==> src/rtl/fetch_stage.sv <==
// IF stage of the pipelined miniRV core: owns the PC, addresses the instruction ROM
// and registers the fetched word into IF/ID, honouring EX redirects and load-use stalls.
module fetch_stage #(
    parameter logic [31:0] RESET_PC = 32'h0000_0000,
    parameter logic [31:0] NOP_INST = 32'h0000_0013,
    parameter int          IROM_AW  = 14
) (
    input  logic               clk,
    input  logic               rst,
    input  logic               stall,
    input  logic               npc_op,
    input  logic [31:0]        npc_bj,
    output logic [IROM_AW-1:0] irom_addr,
    input  logic [31:0]        irom_inst,
    output logic [31:0]        if_pc,
    output logic               id_valid,
    output logic [31:0]        id_pc,
    output logic [31:0]        id_pc4,
    output logic [31:0]        id_inst,
    output logic [15:0]        flush_cnt
);

    logic [31:0] pc_q, pc_d;
    logic [31:0] pc_plus4;
    logic        id_valid_q, id_valid_d;
    logic [31:0] id_pc_q, id_pc_d;
    logic [31:0] id_pc4_q, id_pc4_d;
    logic [31:0] id_inst_q, id_inst_d;
    logic [15:0] flush_cnt_q, flush_cnt_d;

    assign pc_plus4 = pc_q + 32'd4;

    // Redirect beats stall so a squashed wrong-path instruction can never be held.
    always_comb begin
        pc_d        = pc_q;
        id_valid_d  = id_valid_q;
        id_pc_d     = id_pc_q;
        id_pc4_d    = id_pc4_q;
        id_inst_d   = id_inst_q;
        flush_cnt_d = flush_cnt_q;
        if (npc_op) begin
            pc_d        = {npc_bj[31:2], 2'b00};
            id_valid_d  = 1'b0;
            id_pc_d     = 32'd0;
            id_pc4_d    = 32'd0;
            id_inst_d   = NOP_INST;
            flush_cnt_d = flush_cnt_q + 16'd1;
        end else if (!stall) begin
            pc_d       = pc_plus4;
            id_valid_d = 1'b1;
            id_pc_d    = pc_q;
            id_pc4_d   = pc_plus4;
            id_inst_d  = irom_inst;
        end
    end

    always_ff @(posedge clk) begin
        if (rst) begin
            pc_q        <= RESET_PC;
            id_valid_q  <= 1'b0;
            id_pc_q     <= 32'd0;
            id_pc4_q    <= 32'd0;
            id_inst_q   <= NOP_INST;
            flush_cnt_q <= 16'd0;
        end else begin
            pc_q        <= pc_d;
            id_valid_q  <= id_valid_d;
            id_pc_q     <= id_pc_d;
            id_pc4_q    <= id_pc4_d;
            id_inst_q   <= id_inst_d;
            flush_cnt_q <= flush_cnt_d;
        end
    end

    // ROM address truncates the PC, so fetches beyond the ROM size wrap around.
    assign irom_addr = pc_q[IROM_AW+1:2];
    assign if_pc     = pc_q;
    assign id_valid  = id_valid_q;
    assign id_pc     = id_pc_q;
    assign id_pc4    = id_pc4_q;
    assign id_inst   = id_inst_q;
    assign flush_cnt = flush_cnt_q;

endmodule

==> config.mk <==
export PLATFORM = sky130hd
export DESIGN_NAME = fetch_stage
export DESIGN_NICKNAME = d
export VERILOG_FILES = /design/src/rtl/fetch_stage.sv
export SDC_FILE = /design/constraint.sdc
export NUM_CORES = 1
export LEC_CHECK = 0
export CAP_MARGIN = 10
export CORE_MARGIN = 5
export CORE_UTILIZATION = 55
export DETAILED_ROUTE_END_ITERATION = 6
export DONT_BUFFER_PORTS = 1
export PLACE_DENSITY = 0.82
export SETUP_SLACK_MARGIN = 0.05
export SLEW_MARGIN = 0
export SYNTH_ARGS = -nofsm -noshare
export SYNTH_HDL_FRONTEND = slang
export SYNTH_SLANG_ARGS = --single-unit
==> constraint.sdc <==
create_clock -name clk -period 2.3 [get_ports clk]
set_clock_uncertainty 0.15 [all_clocks]
set_input_delay 0.345 -clock clk [delete_from_list [all_inputs] [get_ports clk]]
set_output_delay 0.345 -clock clk [all_outputs]
set_load 0.03 [all_outputs]
# [Word level (Yosys, flattened, before mapping)]
# Index checks and enable logic that the tools add are counted.
[totals] regBits=145 elab_cells=13 input_bits=68 output_inout_bits=159
[classes] reduce_logical=1 muxes=2 eq_ne=1 add_sub_neg=2
[op_table] cell="two-way mux 32 bit" count=2
[op_table] cell="adder 32 x 3 -> 32 bit, second input constant" count=1
[op_table] cell="adder 16 x 1 -> 16 bit, second input constant" count=1
[op_table] cell="inequality test 2 x 1 -> 1 bit, second input constant" count=1
[op_table] cell="OR reduction 2 bit" count=1

# [Depth between registers and ports, before layout]
# Gate-level depths: netlist of run 1.
[depth] depth_word=3 ltp_mapped=7 depth_no_buf=6

# [Worst setup path after synthesis of run 1]
# OpenSTA, ideal clock, no wires.
[synth_path] path_type="register to register" start="register pc_q[3], in the netlist if_pc[3]" end="register pc_q[26], in the netlist if_pc[26]" stages_incl_launch_ff=7 slack_ps=135 arrival_ps=1900 synth_period_minus_slack_ps=2165 setup_time_ps=115 required_ps=2035 path_buffers=0 cell_sequence="dfxtp_1 ha_1 nand4_1 nor4_4 nand4_1 xnor2_1 o21a_1"
[synth_between] elab_chain_cells=3
[synth_rtl] element="start, declared" line_no="23" source="logic [31:0] pc_q, pc_d;"
[synth_rtl] element="start signal, assigned" line_no="66" source="pc_q <= pc_d;"
[synth_rtl] element="adder 32 x 3 -> 32 bit" line_no="31" source="assign pc_plus4 = pc_q + 32'd4;"
[synth_rtl] element="two-way mux 32 bit" line_no="48" source="end else if (!stall) begin"
[synth_rtl] element="two-way mux 32 bit" line_no="41" source="if (npc_op) begin"
# No other way between the ends. The select of a mux whose other input is x is not followed.
# A chain may end at the register's enable or synchronous reset.

==> load_flow_metrics.sql, run 1 <==
INSERT INTO impl_metrics (metric_group, metric, value, unit) VALUES
('synth', 'yosys.cell_types.count', '45', ''),
('timing', 'hold_slack', '40.4', 'ps'),
('clocking', 'cts.clk_slew.worst_paths', '60', 'ps'),
('synth', 'synth-main-ff-cell', 'sky130_fd_sc_hd__dfxtp_1', ''),
('min_path', 'min-delay-path-class', 'input pin to flip-flop', ''),
('floorplanning', 'fp.dieArea', '0.0134', 'mm^2'),
('drt', 'detail_route.wl_per_cell', '20.9', 'um'),
('setup_path', 'crit_path_max_fanout', '2', ''),
('placement', 'finalWeightedCongestion', '0.808', ''),
('drt', 'drt_drc_violations_left', '0', ''),
('synth', 'synth_most_common_cell', 'sky130_fd_sc_hd__dfxtp_1', ''),
('setup_path', 'worst_ep_required_time', '2620', 'ps'),
('timing', 'grt_setup_unrepaired', 'no', ''),
('global_routing', 'initial_antenna_violation_count', '0', ''),
('placement', 'port_buffers', '0', ''),
('pwr', 'power_leakage', '3.30', 'nW'),
('final_layout', 'n_antenna_cell', '0', ''),
('placement', 'placement.setup.worst_slack', '217', 'ps'),
('final_layout', 'design.final.nets', '848', ''),
('synth', 'async_reset_ff_frac', '0', ''),
('outcome', 'result_of_the_run', 'complete, no violations', ''),
('floorplanning', 'floorplan.core_area', '0.0109', 'mm^2'),
('synth', 'yosysWarningCount', '0', ''),
('global_routing', 'global_route.overflow_total', '0', ''),
('timing', 'period_minus_slack', '2140', 'ps'),
('job', 'maxCapViolCount', '0', ''),
('clocking', 'depth_of_the_cts_h_tree', '4', ''),
('timing', 'slew_viol_final', '0', ''),
('floorplanning', 'io_pins', '227', ''),
('setup_path', 'critical_path_arrival', '2450', 'ps'),
('synth', 'postSynthCellCount', '678', ''),
('clocking', 'cts.sinks', '139', ''),
('pwr', 'pwr_density_cell', '799', 'mW/mm^2'),
('synth', 'synthDominantAreaCellType', 'sky130_fd_sc_hd__dfxtp_1', ''),
('timing', 'finalCritPeriodShare', '0.929', ''),
('drt', 'vias_per_cell', '5.83', ''),
('placement', 'placement.cell_area', '0.00634', 'mm^2'),
('synth', 'synth-seq-cells', '139', ''),
('drt', 'detail_route.first_pass.iterations', '5', ''),
('pwr', 'power.ir.vdd_worst', '0.773', 'mV'),
('timing', 'finalSetupTns', '0', 'ps'),
('clocking', 'cts_resized', '0', ''),
('timing', 'slew-limit-headroom', '0.473', ''),
('synth', 'synth.top_cell.area_share', '0.452', ''),
('timing', 'fin_ws', '163', 'ps'),
('floorplanning', 'row_count', '38', ''),
('synth', 'synth_edf_count', '0', ''),
('drt', 'dr_total_vias', '5424', ''),
('drt', 'drt_first_iter_violations', '540', ''),
('synth', 'syn_area_per_cell', '9.09', 'um^2'),
('floorplanning', 'fp.dieH', '116', 'um'),
('synth', 'seq_area_frac_synth', '0.452', ''),
('placement', 'hpwl', '11400', 'um'),
('setup_path', 'critical_path_type', 'flip-flop to flip-flop', ''),
('drt', 'postRouteWirelength', '19400', 'um'),
('timing', 'fmax', '0.468', 'GHz'),
('clocking', 'tritoncts', 'done', ''),
('timing', 'setup_viol', '0', ''),
('floorplanning', 'chipWidth', '116', 'um'),
('floorplanning', 'floorplan.initialDensity', '0.566', ''),
('final_layout', 'stdcell_area', '0.00800', 'mm^2'),
('global_routing', 'grt_max_degree', '56', ''),
('timing', 'hold_violations_final', '0', ''),
('pwr', 'post-layout-total-power', '6.39', 'mW'),
('final_layout', 'drive_above_1_share', '0.129', ''),
('clocking', 'cts.path.max_buffers', '2', ''),
('final_layout', 'syn2layout_area_growth', '29.9', '%'),
('timing', 'tightestPinTransition', '790', 'ps'),
('setup_path', 'timing.critical_path.from_type', 'flip-flop', ''),
('global_routing', 'grtUsageTotal', '0.287', ''),
('global_routing', 'first_global_vias', '5712', ''),
('drt', 'ant_nets', '0', ''),
('synth', 'synth.cell_area', '0.00616', 'mm^2'),
('clocking', 'tritoncts.num_buffers', '17', ''),
('clocking', 'clock_tree.root_cell', 'sky130_fd_sc_hd__clkbuf_8', ''),
('synth', 'synthTopCellsByCount', '139 x sky130_fd_sc_hd__dfxtp_1, 100 x sky130_fd_sc_hd__nor2_1, 68 x sky130_fd_sc_hd__mux2i_1', ''),
('setup_path', 'worstSetupEndpointType', 'flip-flop', ''),
('synth', 'yosys-top-cells-area', 'sky130_fd_sc_hd__dfxtp_1 45%, sky130_fd_sc_hd__mux2i_1 11%, sky130_fd_sc_hd__nor2_1 6.1%', ''),
('global_routing', 'grt_first_pass_wirelength', '29800', 'um'),
('clocking', 'clk-insertion-delay-late', '520', 'ps');
==> metal layers <==
layer  global-route usage  share of wire  up-vias
li1                     -              -     2506
met1                0.315           0.36     2563
met2                0.485           0.51      286
met3                0.101          0.087       69
met4                0.157          0.042        0
met5                    0              0        -
==> state kept, by name (all words and copies together), names as in the netlist <==
register	cells
id_inst	32
id_pc4	30
id_pc	30
if_pc	30
flush_cnt	16
id_valid	1
==> critical path, cell delays in order (launching register included) <==
cell                            delay, ps
sky130_fd_sc_hd__dfxtp_1              580
sky130_fd_sc_hd__nand2_1               90
sky130_fd_sc_hd__dlygate4sd3_1        560
sky130_fd_sc_hd__a21oi_1              140
sky130_fd_sc_hd__dlygate4sd3_1        560
==> final cells by class <==
class | instances | area (um^2)
multi-input cells | 463 | 2970
fillers | 750 | 2890
flip-flops and latches | 139 | 2780
repair buffers | 147 | 1390
clock buffers | 20 | 455
clock inverters | 12 | 193
well taps | 140 | 175
inverters | 10 | 37.5
==> kinds of logic (layout without fill, tap and decap cells) <==
logic type      Yosys count  in the layout  synth area share
fa+ha+maj                 2              2           0.00406
mux                      68             68             0.110
compound gates           98             98            0.0898
simple gates            233            233             0.194
flops                   139            139             0.452
buf+inv                  81            189            0.0695
other cells               1              6          0.000609
xor+xnor                 56             56            0.0796
==> metrics by stage <==
step | utilization | instances
2_1_floorplan | - | 683
5_1_grt | 0.735 | 931
6_report | 0.735 | 931
3_5_place_dp | 0.583 | 802
4_1_cts | 0.734 | 929
3_3_place_gp | 0.583 | 802
==> final timing paths <==
| kind | start | depth (start not counted) | slack, ps | to |
|---|---|---|---|---|
| hold reg to reg | flush_cnt[0]$_SDFFE_PP0P_ | 2 | 420 | flush_cnt[0]$_SDFFE_PP0P_ |
| setup reg to reg | id_pc[15]$_SDFFE_PP0N_ | 4 | 160 | id_pc[15]$_SDFFE_PP0N_ |
| setup / recovery | id_pc[15]$_SDFFE_PP0N_ | 4 | 160 | id_pc[15]$_SDFFE_PP0N_ |
| hold / removal | stall | 4 | 40 | if_pc[5]$_SDFFE_PP0P_ |
==> power by group <==
group          internal [mW]  switching, mW
clock                   1.95           1.05
combinational          0.307          0.415
sequential              2.49          0.173
==> cell usage in the layout, fill, tap and decap left out, drive strengths merged, types with 9 or more instances in the layout <==
cell	Yosys	routed
clkbuf	26	20
xnor2	24	24
nor3	16	16
nand4	22	22
o21a	9	9
nor2	101	101
nor2b	12	12
nand2	31	31
nand3	18	18
o21ai	27	27
a21oi	44	44
dlygate4sd3	0	92
and3	11	11
buf	45	55
xor2	32	32
mux2i	68	68
dfxtp	139	139
inv	10	10
nor4	9	9
==> repair_timing <==
action	CTS	global route
endpoints found under the hold margin	120	0
setup buffers	0	2
hold buffers	95	0
setup endpoints to repair	0	2
No activity file was read; power rests on OpenSTA's default activity.
==> run 2: changes to the inputs <==
Settings changed: RECOVER_POWER set to 25.
==> run 2 against run 1 <==
  * Sequential power about the same
  * Design area decreased by 1.0%
  * Flip-flop and latch count unchanged
  * Highest routed layer unchanged
  * Largest power group unchanged
  * Critical path depth decreased by 3
  * Sequential share of layout area increased by 0.35 points
  * First-iteration DRC count decreased by 0.19%
  * Global-route usage unchanged
  * Cell count unchanged
  * Power decreased by 0.44%
  * Combinational power decreased by 2%
  * Routed wire length decreased by 0.56%
==> load_flow_metrics.sql, run 2 (synthesized netlist as in run 1, its figures left out) <==
INSERT INTO impl_metrics (metric_group, metric, value, unit) VALUES
('outcome', 'result_of_the_run', 'complete, no violations', ''),
('floorplanning', 'fp.dieH', '116', 'um'),
('drt', 'wl_met3', '1580', 'um'),
('timing', 'period_minus_slack', '2170', 'ps'),
('drt', 'highest_layer', 'met4', ''),
('clocking', 'cts.clk_slew.worst_paths', '60', 'ps'),
('drt', 'vias_per_cell', '5.81', ''),
('setup_path', 'r2r-start', 'id_pc[15]$_SDFFE_PP0N_', ''),
('timing', 'slew_viol_final', '0', ''),
('clocking', 'cts_resized', '0', ''),
('global_routing', 'initial_antenna_violation_count', '0', ''),
('timing', 'tightestPinTransition', '1410', 'ps'),
('pwr', 'power.ir.vdd_worst', '0.771', 'mV'),
('clocking', 'clock_tree.root_cell', 'sky130_fd_sc_hd__clkbuf_8', ''),
('final_layout', 'syn2layout_area_growth', '28.6', '%'),
('clocking', 'depth_of_the_cts_h_tree', '4', ''),
('job', 'maxCapViolCount', '0', ''),
('placement', 'port_buffers', '0', ''),
('timing', 'finalCritPeriodShare', '0.945', ''),
('min_path', 'hp-start', 'stall', ''),
('final_layout', 'drive_above_1_share', '0.101', ''),
('drt', 'dr_total_vias', '5406', ''),
('drt', 'detail_route.first_pass.iterations', '6', ''),
('timing', 'hold_violations_final', '0', ''),
('min_path', 'min-delay-path-class', 'input pin to flip-flop', ''),
('setup_path', 'cpLargestDelayFamily', 'buffers and inverters', ''),
('setup_path', 'slowest_delay', '740', 'ps'),
('drt', 'ant_nets', '0', ''),
('placement', 'finalWeightedCongestion', '0.808', ''),
('setup_path', 'r2r_slack', '150', 'ps'),
('pwr', 'power_leakage', '3.21', 'nW'),
('timing', 'setup_viol', '0', ''),
('setup_path', 'critical_path_type', 'flip-flop to output port', ''),
('final_layout', 'most-common-layout-cells', '139 x sky130_fd_sc_hd__dfxtp_1, 100 x sky130_fd_sc_hd__nor2_1, 92 x sky130_fd_sc_hd__dlygate4sd3_1', ''),
('global_routing', 'grt_max_degree', '56', ''),
('clocking', 'clk-insertion-delay-late', '520', 'ps'),
('floorplanning', 'chipWidth', '116', 'um'),
('floorplanning', 'floorplan.core_area', '0.0109', 'mm^2'),
('setup_path', 'crit_path_max_fanout', '5', ''),
('final_layout', 'stdcell_count', '931', ''),
('final_layout', 'n_antenna_cell', '0', ''),
('drt', 'drt_drc_violations_left', '0', ''),
('setup_path', 'critical_path.cell_chain', 'clkbuf_1', ''),
('min_path', 'holdPathStages', '4', ''),
('pwr', 'pwr_density_cell', '804', 'mW/mm^2'),
('drt', 'met1Wirelength', '6960', 'um'),
('min_path', 'worstHoldEndpoint', 'if_pc[5]$_SDFFE_PP0P_', ''),
('timing', 'slew-limit-headroom', '0.0605', ''),
('global_routing', 'grt_first_pass_wirelength', '29800', 'um'),
('setup_path', 'worst-path-buf-inv', '1', ''),
('floorplanning', 'row_count', '38', ''),
('final_layout', 'largest_reg_flops', '32', ''),
('setup_path', 'worstSetupEndpointType', 'output port', ''),
('floorplanning', 'floorplan.initialDensity', '0.566', ''),
('global_routing', 'global_route.overflow_total', '0', ''),
('drt', 'detail_route.wl_per_cell', '20.7', 'um'),
('floorplanning', 'fp.dieArea', '0.0134', 'mm^2'),
('clocking', 'cts.sinks', '139', ''),
('timing', 'fmax', '0.460', 'GHz'),
('global_routing', 'grtUsageTotal', '0.287', ''),
('clocking', 'cts.path.max_buffers', '2', ''),
('drt', 'wl_met2', '9980', 'um'),
('global_routing', 'first_global_vias', '5712', ''),
('setup_path', 'worst_ep_required_time', '1800', 'ps'),
('timing', 'grt_setup_unrepaired', 'no', ''),
('pwr', 'post-layout-total-power', '6.36', 'mW'),
('setup_path', 'timing.critical_path.from_type', 'flip-flop', ''),
('final_layout', 'fillCellCount', '779', ''),
('drt', 'drt_first_iter_violations', '539', ''),
('floorplanning', 'io_pins', '227', ''),
('placement', 'hpwl', '11400', 'um'),
('clocking', 'tritoncts', 'done', ''),
('final_layout', 'leading_cell_type_in_the_layout_fill_and_taps_excluded', 'sky130_fd_sc_hd__dfxtp_1', ''),
('drt', 'postRouteWirelength', '19300', 'um'),
('final_layout', 'design.final.nets', '848', ''),
('timing', 'finalSetupTns', '0', 'ps'),
('setup_path', 'worst-r2r-cell-count', '4', ''),
('setup_path', 'critical_path_arrival', '1680', 'ps'),
('clocking', 'tritoncts.num_buffers', '17', ''),
('setup_path', 'r2r-end', 'id_pc[15]$_SDFFE_PP0N_', ''),
('placement', 'placed_cells_incl_taps', '802', ''),
('setup_path', 'cpMaxStageDelayCell', 'sky130_fd_sc_hd__clkbuf_1', '');
## run 2: layer usage
| layer | track usage | vias to the layer above |
|---|---|---|
| li1 | - | 2500 |
| met4 | 0.157 | 0 |
| met1 | 0.315 | 2576 |
| met3 | 0.101 | 67 |
| met2 | 0.485 | 263 |
| met5 | 0 | - |
## run 2: area by class of cell
| type | instances | area [um^2] | share of cell area |
|---|---|---|---|
| Multi-Input combinational cell | 463 | 2970 | 0.375 |
| Sequential cell | 139 | 2780 | 0.351 |
| Timing Repair Buffer | 147 | 1310 | 0.165 |
| Inverter | 10 | 37.5 | 0.00474 |
| Tap cell | 140 | 175 | 0.0221 |
| Clock buffer | 20 | 455 | 0.0575 |
| Clock inverter | 12 | 193 | 0.0243 |
## run 2: repair_timing
item                       CTS  global route
hold endpoints to repair   120             0
hold buffers                95             0
setup endpoints to repair    0             2
setup buffers                0             2
## run 2: worst max-delay path by stage
stage,startpoint,to,slack [ps],depth (start not counted)
2_1_floorplan,if_pc[3]$_SDFFE_PP0P_,if_pc[26]$_SDFFE_PP0P_,140,6
3_3_place_gp,if_pc[3]$_SDFFE_PP0P_,if_pc[30]$_SDFFE_PP0P_,260,6
3_5_place_dp,if_pc[3]$_SDFFE_PP0P_,if_pc[30]$_SDFFE_PP0P_,220,6
4_1_cts,if_pc[3]$_SDFFE_PP0P_,if_pc[30]$_SDFFE_PP0P_,180,6
5_1_grt,if_pc[2]$_SDFFE_PP0P_,if_pc[5]$_SDFFE_PP0P_,40,6
6_report,if_pc[9]$_SDFFE_PP0P_,irom_addr[7],130,1
## run 2: stage by stage
step	setup WS, ps	util	hold WS, ps	instance area, um^2
floorplan	135	-	320	6180
CTS	179	0.734	12.0	7990
global route	42.1	0.728	16.3	7920
finish	128	0.728	44.1	7920
detailed placement	217	0.583	277	6340
global placement	261	0.583	275	6340
## run 2: power breakdown
part	switching [mW]	internal [mW]	total [mW]
Sequential	0.173	2.49	2.67
Clock	1.05	1.95	3.00
Combinational	0.413	0.291	0.704
